<file path="config.mk">
export PLATFORM = sky130hd
export DESIGN_NAME = pattern_serializer_flat
export DESIGN_NICKNAME = d
export VERILOG_FILES = /design/src/rtl/pattern_serializer_pkg.sv /design/src/rtl/pattern_serializer_if.sv /design/src/rtl/pattern_serializer_tick_gen.sv /design/src/rtl/pattern_serializer.sv /design/src/flat_wrapper.sv
export SDC_FILE = /design/constraint.sdc
export NUM_CORES = 1
export LEC_CHECK = 0
export ABC_CLOCK_PERIOD_IN_PS = 1520
export BUFFER_PORTS_ARGS = -buffer_cell sky130_fd_sc_hd__buf_2
export CORE_AREA = 2 2 60 51
export DETAILED_ROUTE_END_ITERATION = 10
export DIE_AREA = 0 0 62 53
export PLACE_DENSITY = 0.72
export SLEW_MARGIN = 20
export SYNTH_ARGS = -nofsm -noshare
export SYNTH_HDL_FRONTEND = slang
export SYNTH_SLANG_ARGS = --single-unit
</file>
<file path="constraint.sdc">
create_clock -name clk -period 1.52 [get_ports clk]
set_input_delay 0.076 -clock clk [delete_from_list [all_inputs] [get_ports clk]]
set_output_delay 0.076 -clock clk [all_outputs]
set_load 0.01 [all_outputs]
</file>
<file path="src/rtl/pattern_serializer_pkg.sv">
// Shared definitions for the pattern serializer: FSM state encoding and
// helpers that size the bit-index and divider counters.
package ser_pkg;

    typedef enum logic [0:0] {
        ST_IDLE  = 1'b0,
        ST_SHIFT = 1'b1
    } ser_state_t;

    localparam int WIDTH_DEF = 16;
    localparam int DIV_DEF   = 1;

    // Counter width for a modulus of n; a modulus of 1 still needs one bit.
    function automatic int cnt_w(input int n);
        return (n <= 1) ? 1 : $clog2(n);
    endfunction

    localparam int BIT_W_DEF = cnt_w(WIDTH_DEF);
    localparam int DIV_W_DEF = cnt_w(DIV_DEF);

endpackage

</file>
<file path="src/rtl/pattern_serializer_if.sv">
// Handshake and stream signals between a word source (master) and the
// serializer (slave).
interface pattern_serializer_if #(
    parameter int WIDTH = 16
);
    import ser_pkg::*;

    localparam int BIT_W = cnt_w(WIDTH);

    logic             load;
    logic [WIDTH-1:0] data;
    logic             abort;
    logic             ready;
    logic             ser_out;
    logic             bit_stb;
    logic             done;
    logic [BIT_W-1:0] bit_idx;

    modport master (
        output load, data, abort,
        input  ready, ser_out, bit_stb, done, bit_idx
    );

    modport slave (
        input  load, data, abort,
        output ready, ser_out, bit_stb, done, bit_idx
    );

endinterface

</file>
<file path="src/rtl/pattern_serializer_tick_gen.sv">
// Bit-period enable: counts 0..DIV-1 and flags the last cycle of each bit.
// Held at zero while i_clear is high so every word starts on a full period.
module tick_gen
    import ser_pkg::*;
#(
    parameter int DIV = 1
) (
    input  logic clk,
    input  logic reset,
    input  logic i_clear,
    output logic o_tick
);
    localparam int DIV_W = cnt_w(DIV);
    localparam logic [DIV_W-1:0] LAST = DIV_W'(DIV - 1);

    logic [DIV_W-1:0] r_div_cnt;

    // Divider counter: wraps after DIV cycles, restarts on clear or reset.
    always_ff @(posedge clk) begin
        if (reset || i_clear || (r_div_cnt == LAST)) begin
            r_div_cnt <= '0;
        end else begin
            r_div_cnt <= r_div_cnt + DIV_W'(1);
        end
    end

    assign o_tick = !i_clear && (r_div_cnt == LAST);

endmodule

</file>
<file path="src/rtl/pattern_serializer.sv">
// Parallel-to-serial stimulus stage: shifts a captured word out MSB-first,
// one bit per DIV clocks, with a strobe on every new bit and a done pulse
// after the final bit.
// Optional feature macro: SER_LOOP_EN -- repeat the captured word forever
// (until abort or reset) instead of returning to IDLE after one pass.
module pattern_serializer
    import ser_pkg::*;
#(
    parameter int WIDTH = 16,
    parameter int DIV   = 1
) (
    input  logic                 clk,
    input  logic                 reset,
    pattern_serializer_if.slave  bus
);
    localparam int BIT_W = cnt_w(WIDTH);
    localparam logic [BIT_W-1:0] MSB_IDX = BIT_W'(WIDTH - 1);

    ser_state_t       r_state;
    logic [WIDTH-1:0] r_shreg;
`ifdef SER_LOOP_EN
    logic [WIDTH-1:0] r_word;
`endif
    logic [BIT_W-1:0] r_bit_idx;
    logic             r_ser_out;
    logic             r_bit_stb;
    logic             r_done;
    logic             r_ready;

    logic             w_clear;
    logic             w_tick;

    // The divider only runs while a word is in flight and not being aborted.
    assign w_clear = (r_state == ST_IDLE) || bus.abort;

    tick_gen #(
        .DIV (DIV)
    ) u_tick_gen (
        .clk     (clk),
        .reset   (reset),
        .i_clear (w_clear),
        .o_tick  (w_tick)
    );

    // Control FSM, shift register and bit counter with registered outputs.
    always_ff @(posedge clk) begin
        if (reset) begin
            r_state   <= ST_IDLE;
            r_shreg   <= '0;
`ifdef SER_LOOP_EN
            r_word    <= '0;
`endif
            r_bit_idx <= '0;
            r_ser_out <= 1'b0;
            r_bit_stb <= 1'b0;
            r_done    <= 1'b0;
            r_ready   <= 1'b1;
        end else begin
            r_bit_stb <= 1'b0;
            r_done    <= 1'b0;
            case (r_state)
                ST_IDLE: begin
                    // Load beats a simultaneous abort; abort alone does nothing here.
                    if (bus.load && r_ready) begin
                        r_state   <= ST_SHIFT;
                        r_shreg   <= bus.data;
`ifdef SER_LOOP_EN
                        r_word    <= bus.data;
`endif
                        r_ser_out <= bus.data[WIDTH-1];
                        r_bit_stb <= 1'b1;
                        r_bit_idx <= MSB_IDX;
                        r_ready   <= 1'b0;
                    end
                end
                ST_SHIFT: begin
                    if (bus.abort) begin
                        r_state   <= ST_IDLE;
                        r_ser_out <= 1'b0;
                        r_bit_idx <= '0;
                        r_ready   <= 1'b1;
                    end else if (w_tick) begin
                        if (r_bit_idx == '0) begin
                            r_done    <= 1'b1;
`ifdef SER_LOOP_EN
                            // Restart at the MSB with no idle gap.
                            r_shreg   <= r_word;
                            r_ser_out <= r_word[WIDTH-1];
                            r_bit_stb <= 1'b1;
                            r_bit_idx <= MSB_IDX;
`else
                            r_state   <= ST_IDLE;
                            r_ser_out <= 1'b0;
                            r_ready   <= 1'b1;
`endif
                        end else begin
                            r_shreg   <= r_shreg << 1;
                            r_ser_out <= r_shreg[WIDTH-2];
                            r_bit_stb <= 1'b1;
                            r_bit_idx <= r_bit_idx - BIT_W'(1);
                        end
                    end
                end
                default: begin
                    r_state <= ST_IDLE;
                    r_ready <= 1'b1;
                end
            endcase
        end
    end

    assign bus.ready   = r_ready;
    assign bus.ser_out = r_ser_out;
    assign bus.bit_stb = r_bit_stb;
    assign bus.done    = r_done;
    assign bus.bit_idx = r_bit_idx;

endmodule

</file>
<file path="src/flat_wrapper.sv">
// flat-port wrapper written by rule: the top's interface ports become plain ports
module pattern_serializer_flat import ser_pkg::*;
#(
    parameter int WIDTH = 16,
    parameter int DIV   = 1
)
  (clk, reset, bus_load, bus_data, bus_abort, bus_ready, bus_ser_out, bus_bit_stb, bus_done, bus_bit_idx);
  pattern_serializer_if #(.WIDTH(WIDTH)) bus_i ();
  input  logic clk;
  input  logic reset;
  input wire logic [$bits(bus_i.load)-1:0] bus_load;
  input wire logic [$bits(bus_i.data)-1:0] bus_data;
  input wire logic [$bits(bus_i.abort)-1:0] bus_abort;
  output wire logic [$bits(bus_i.ready)-1:0] bus_ready;
  output wire logic [$bits(bus_i.ser_out)-1:0] bus_ser_out;
  output wire logic [$bits(bus_i.bit_stb)-1:0] bus_bit_stb;
  output wire logic [$bits(bus_i.done)-1:0] bus_done;
  output wire logic [$bits(bus_i.bit_idx)-1:0] bus_bit_idx;
  assign bus_i.load = bus_load;
  assign bus_i.data = bus_data;
  assign bus_i.abort = bus_abort;
  assign bus_ready = bus_i.ready;
  assign bus_ser_out = bus_i.ser_out;
  assign bus_bit_stb = bus_i.bit_stb;
  assign bus_done = bus_i.done;
  assign bus_bit_idx = bus_i.bit_idx;
  pattern_serializer #(.WIDTH(WIDTH), .DIV(DIV)) u_core (.clk(clk), .reset(reset), .bus(bus_i));
endmodule
</file>
-- Word level (Yosys, flattened, before mapping)
Index checks and enable logic that the tools add are counted.
- output and inout port bits: 8
- flip-flop bits (word level): 25
- bitwise gates (word level): 3
- $add $sub $neg: 2
- multiplexer cells: 29
- reductions and logical operators: 12
- equality and inequality tests: 7
- operators by type and width (kind ; number):
    15-bit two-way mux ; 4
    15-bit case mux with 2 select lines ; 1
    4-bit two-way mux ; 4
    1-bit two-way mux ; 15
    3-bit != test (second input constant) ; 3
    2-bit != test (second input constant) ; 4
    1-bit case mux with 2 select lines ; 4
    4-bit case mux with 2 select lines ; 1
    3-bit AND reduction ; 2
    4-bit logical NOT ; 1
    4-bit AND reduction ; 1
    4-bit OR reduction ; 1
    4-bit by 1-bit subtractor with 4-bit output (second input constant) ; 1
    1-bit logical OR ; 3
    1-bit inverter ; 3
    1-bit logical AND ; 2
    2-bit AND reduction ; 1
    1-bit adder (second input constant) ; 1
    1-bit logical NOT ; 1

-- Longest topological paths before layout
- depth in word-level cells: 7
- mapped depth: 7
- mapped depth without buffers: 6

-- Hierarchy
Synthesis repeated with hierarchy kept, for this count alone.
- cells, all modules: 135
- area total of the unflattened synthesis: 1262.5 sq um
- modules (own cells, without submodules) (module ; seq. area each (sq um) ; instances ; area an instance (sq um) ; cells each):
    pattern_serializer ; 480.5 ; 1 ; 1234.9 ; 132
    tick_gen ; 20.0 ; 1 ; 27.5 ; 3

-- Least setup slack after synthesis
No wires, ideal clock.
- kind: register -> register
- from: reg u_core.r_bit_idx[0] (netlist: u_core.bus.bit_idx[0])
- to: reg u_core.r_bit_idx[0] (netlist: u_core.bus.bit_idx[0])
- stages on the path, launching flop included: 8
- clock period less this slack: 1691 ps
- data required time: 1432 ps
- data arrival time: 1603 ps
- library setup time: 88 ps
- path slack: -171 ps
- cell sequence: dfxtp_1 -> inv_1 -> ha_1 -> nor3b_2 -> o31ai_4 -> buf_6 -> nor2_1 -> a311oi_2
- cells in the longest elaborated chain, start to end: 5
- elaborated cells between the ends (all ways): 8
- those cells by class: add/sub: 1; eq/ne: 1; mux: 4; reduce/logical: 2
- ends and longest elaborated chain (element ; RTL line ; RTL):
    start, declared ; pattern_serializer.sv:24 ; logic [BIT_W-1:0] r_bit_idx;
    start signal, assigned ; pattern_serializer.sv:100 ; r_bit_idx <= r_bit_idx - BIT_W'(1);
    4-bit by 1-bit subtractor with 4-bit output ; pattern_serializer.sv:100 ;
    4-bit two-way mux ; pattern_serializer.sv:83 ; if (r_bit_idx == '0) begin
    4-bit two-way mux ; pattern_serializer.sv:82 ; end else if (w_tick) begin
    4-bit two-way mux ; pattern_serializer.sv:77 ; if (bus.abort) begin
    4-bit case mux with 2 select lines ; pattern_serializer.sv:61 ; case (r_state)
Parallel ways exist; a longest one is shown, timed or not. The select of a mux whose other input is x is not followed.
A chain may end at the register's enable or synchronous reset.

-- Worst setup path in the final report
- from: reg u_core.r_bit_idx[0] (netlist: u_core.bus.bit_idx[0])
- to: reg u_core.r_shreg[1]
- cells in the longest elaborated chain, start to end: 3
- ends and longest elaborated chain (element ; RTL line ; RTL):
    4-bit logical NOT ; pattern_serializer.sv:83 ;
    2-bit != test (no line) ; - ;
    4-bit AND reduction (no line) ; - ;
    end signal, assigned ; pattern_serializer.sv:66 ; r_shreg <= bus.data;
    end signal, assigned ; pattern_serializer.sv:97 ; r_shreg <= r_shreg << 1;
    end, declared ; pattern_serializer.sv:20 ; logic [WIDTH-1:0] r_shreg;
No other way between the ends.

==> impl_metrics.csv <==
group,metric,value,unit
die,start_util,0.4522,
sta,rsz0062_at_grt,"true",
hold_path,holdPathEnd,"u_core.r_shreg[10]",
die,die_x,62,µm
flow_run,drv_cap,0,
synth,ys_types,32,
sta,final_hold_viol_count,0,
clock_network,numCtsBuffers,3,
synth,synth-seq-area-share,0.4162,
global_routing,grt_pass1_vias,966,
worst_setup_path,reg2reg_from,"u_core.bus.bit_idx[0]",
power,leakagePower,0.6376,nW
synth,dominantRegCellSynth,"dfxtp_1",
hold_path,holdPathStages,3,
sta,fmax,659.7,MHz
placed_design,port_buffers,27,
die,core_area,0.002659,mm²
clock_network,clk_pin_slew,160,ps
synth,async_reset_ff_frac,0,
detailed_routing,ant_nets,0,
global_routing,antenna_found_initial,0,
sta,slew_headroom,0.6407,
layout,layout_commonest_cell,"buf_2",
placed_design,hpwl,1793,µm
worst_setup_path,worstSetupEndpointType,"flip-flop",
detailed_routing,vias,1080,
die,pin_count,28,
layout,n_antenna_cell,0,
global_routing,grt_pass1_wl,4616,µm
worst_setup_path,worst_ep_required_time,1780,ps
placed_design,place_ws,-78.82,ps
clock_network,htreeDepth,1,
synth,avgSynthCellArea,9.394,µm²
detailed_routing,vias_per_cell,5.347,
layout,drive_above_1_share,0.4146,
sta,slew_viol_final,0,
synth,ys_warn_count,0,
clock_network,clk_latency,330,ps
clock_network,cts_tree,"yes",
layout,postLayoutCoreUtil,0.5864,
detailed_routing,first_pass_iters,4,
detailed_routing,met3_length,158,µm
detailed_routing,dr.first_iter.drc_count,30,
global_routing,grt_start_max_net_pins,26,
synth,ys_ff_latch,25,
detailed_routing,wl_met1,1301,µm
synth,mappedNetlistNets,150,
die,dieArea,0.003286,mm²
power,ir_worst_vdd,0.7195,mV
detailed_routing,drc,0,
layout,area_growth,29.66,%
placed_design,placed_area,0.001403,mm²
power,p_total,1.673,mW
layout,final_cell_mix,"buf_2 (27), dfxtp_1 (22), mux2i_1 (14), nor2_1 (13), buf_4 (10)",
worst_setup_path,r2r_end,"u_core.r_shreg[1]",
sta,setup_tns,0,ps
sta,setup_viol,0,
worst_setup_path,reg2reg_slack,4,ps
hold_path,holdCritStartpoint,"bus_data[10]",
layout,regArea,506.7,µm²
clock_network,clk_root_buffer_cell,"clkbuf_4",
hold_path,min_path_type,"in2reg",
clock_network,clock_sinks,25,
clock_network,cts.path.max_buffers,2,
global_routing,overflow,0,
sta,worstMarginPinSlew,538.9,ps
sta,fin_crit,1516,ps
detailed_routing,wl,2913,µm
synth,syn_area,0.001202,mm²
placed_design,dp.cells,190,
layout,design_area,0.001559,mm²
worst_setup_path,cp.arrival,1770,ps
global_routing,grt_use_total,0.1934,
worst_setup_path,worst-path-max-fanout,8,
detailed_routing,highest_layer,"met4",
sta,period_share,0.9973,
worst_setup_path,cp-start-kind,"flip-flop",
layout,num-nets-final,187,
die,row_count,17,
synth,synth_edf_count,0,
layout,finalNonFillerCells,202,
worst_setup_path,critical_path_class,"reg2reg",
sta,holdWs,57.38,ps
sta,fin_ws,4.141,ps
sta,skew,22.03,ps
detailed_routing,wl_met2,1415,µm
layout,multiInputGateArea,694.4,µm²
die,die_h,53,µm
detailed_routing,wl_per_cell,14.42,µm
worst_setup_path,reg2reg_depth,7,
power,power_density,1073,mW/mm²
status,outcome,"complete, no violations",
layout,nFillCells,231,
synth,synth_cells,128,
placed_design,routabilityCongestion,0.8730,
-- flip-flops by register name, summed over array words and instances (netlist names) --
name                         cells
u_core.r_state                   1
u_core.bus.bit_stb               1
u_core.bus.done                  1
u_core.bus.bit_idx               4
u_core.u_tick_gen.r_div_cnt      1
u_core.r_shreg                  15
u_core.bus.ready                 1
u_core.bus.ser_out               1
-- routing by layer --
layer / global-route usage / vias up
met1: 0.2672 / 506
li1: - / 528
met5: 0 / -
met4: 0.05319 / 0
met2: 0.2986 / 38
met3: 0.04401 / 8
-- report_power, final --
group	internal (mW)	switching [mW]
clock network	0.102	0.212
logic	0.264	0.286
registers	0.740	0.0682
total	1.11	0.567
-- timing repair --
item                       CTS  global route
gates resized for setup      9            16
hold endpoints to repair     2             0
pin swaps                    9            11
hold buffers                 2             0
setup endpoints to repair   14            18
setup buffers                6             1
cloned                       2             0
-- area by class of cell --
class,instances,area share
sequential,25,0.3250
clock inverter,1,0.004013
timing repair buffer,42,0.1693
inverter,4,0.01124
multi-input combinational,89,0.4454
tap,38,0.03050
clock buffer,3,0.01445
-- synth_stat cells, drive strengths merged, types with 2 or more instances --
| cell | instances | share of area |
|---|---|---|
| o21ai | 3 | 0.012 |
| a21oi | 8 | 0.033 |
| clkbuf | 2 | 0.0062 |
| mux2i | 14 | 0.12 |
| dfxtp | 25 | 0.42 |
| nand2 | 4 | 0.012 |
| nor2 | 20 | 0.062 |
| o21bai | 2 | 0.012 |
| ha | 2 | 0.021 |
| a211oi | 14 | 0.092 |
| a311oi | 3 | 0.027 |
| inv | 4 | 0.012 |
| nand2b | 3 | 0.022 |
| buf | 8 | 0.043 |
| nor2b | 3 | 0.016 |
| nor3 | 2 | 0.0083 |
-- worst max-delay path, cell delays in order, from the launching register on --
cell      delay (ps)
dfxtp_4          380
inv_4             40
ha_4             140
nor3b_4          150
o31ai_4          310
buf_6            200
nor2_1            70
a211oi_2         180
-- how the worst max path moves through the flow --
stage,to,slack [ps],startpoint
floorplan,u_core.bus.bit_idx[0],0.8,u_core.bus.bit_idx[0]
global placement,u_core.r_shreg[4],20,u_core.bus.bit_idx[0]
detailed placement,u_core.r_shreg[9],-80,u_core.bus.bit_idx[0]
CTS,u_core.r_shreg[4],-20,u_core.bus.bit_idx[0]
global route,u_core.r_shreg[1],-60,u_core.bus.bit_idx[0]
finish,u_core.r_shreg[1],4,u_core.bus.bit_idx[0]
-- cell families after synthesis --
| family | share of synthesized area |
|---|---|
| flops | 0.4162 |
| mux | 0.1165 |
| simple gates | 0.1488 |
| buf+inv | 0.06139 |
| other cells | 0.003119 |
| compound gates | 0.2331 |
| fa+ha+maj | 0.02081 |
(Power assumes the default switching activity.)
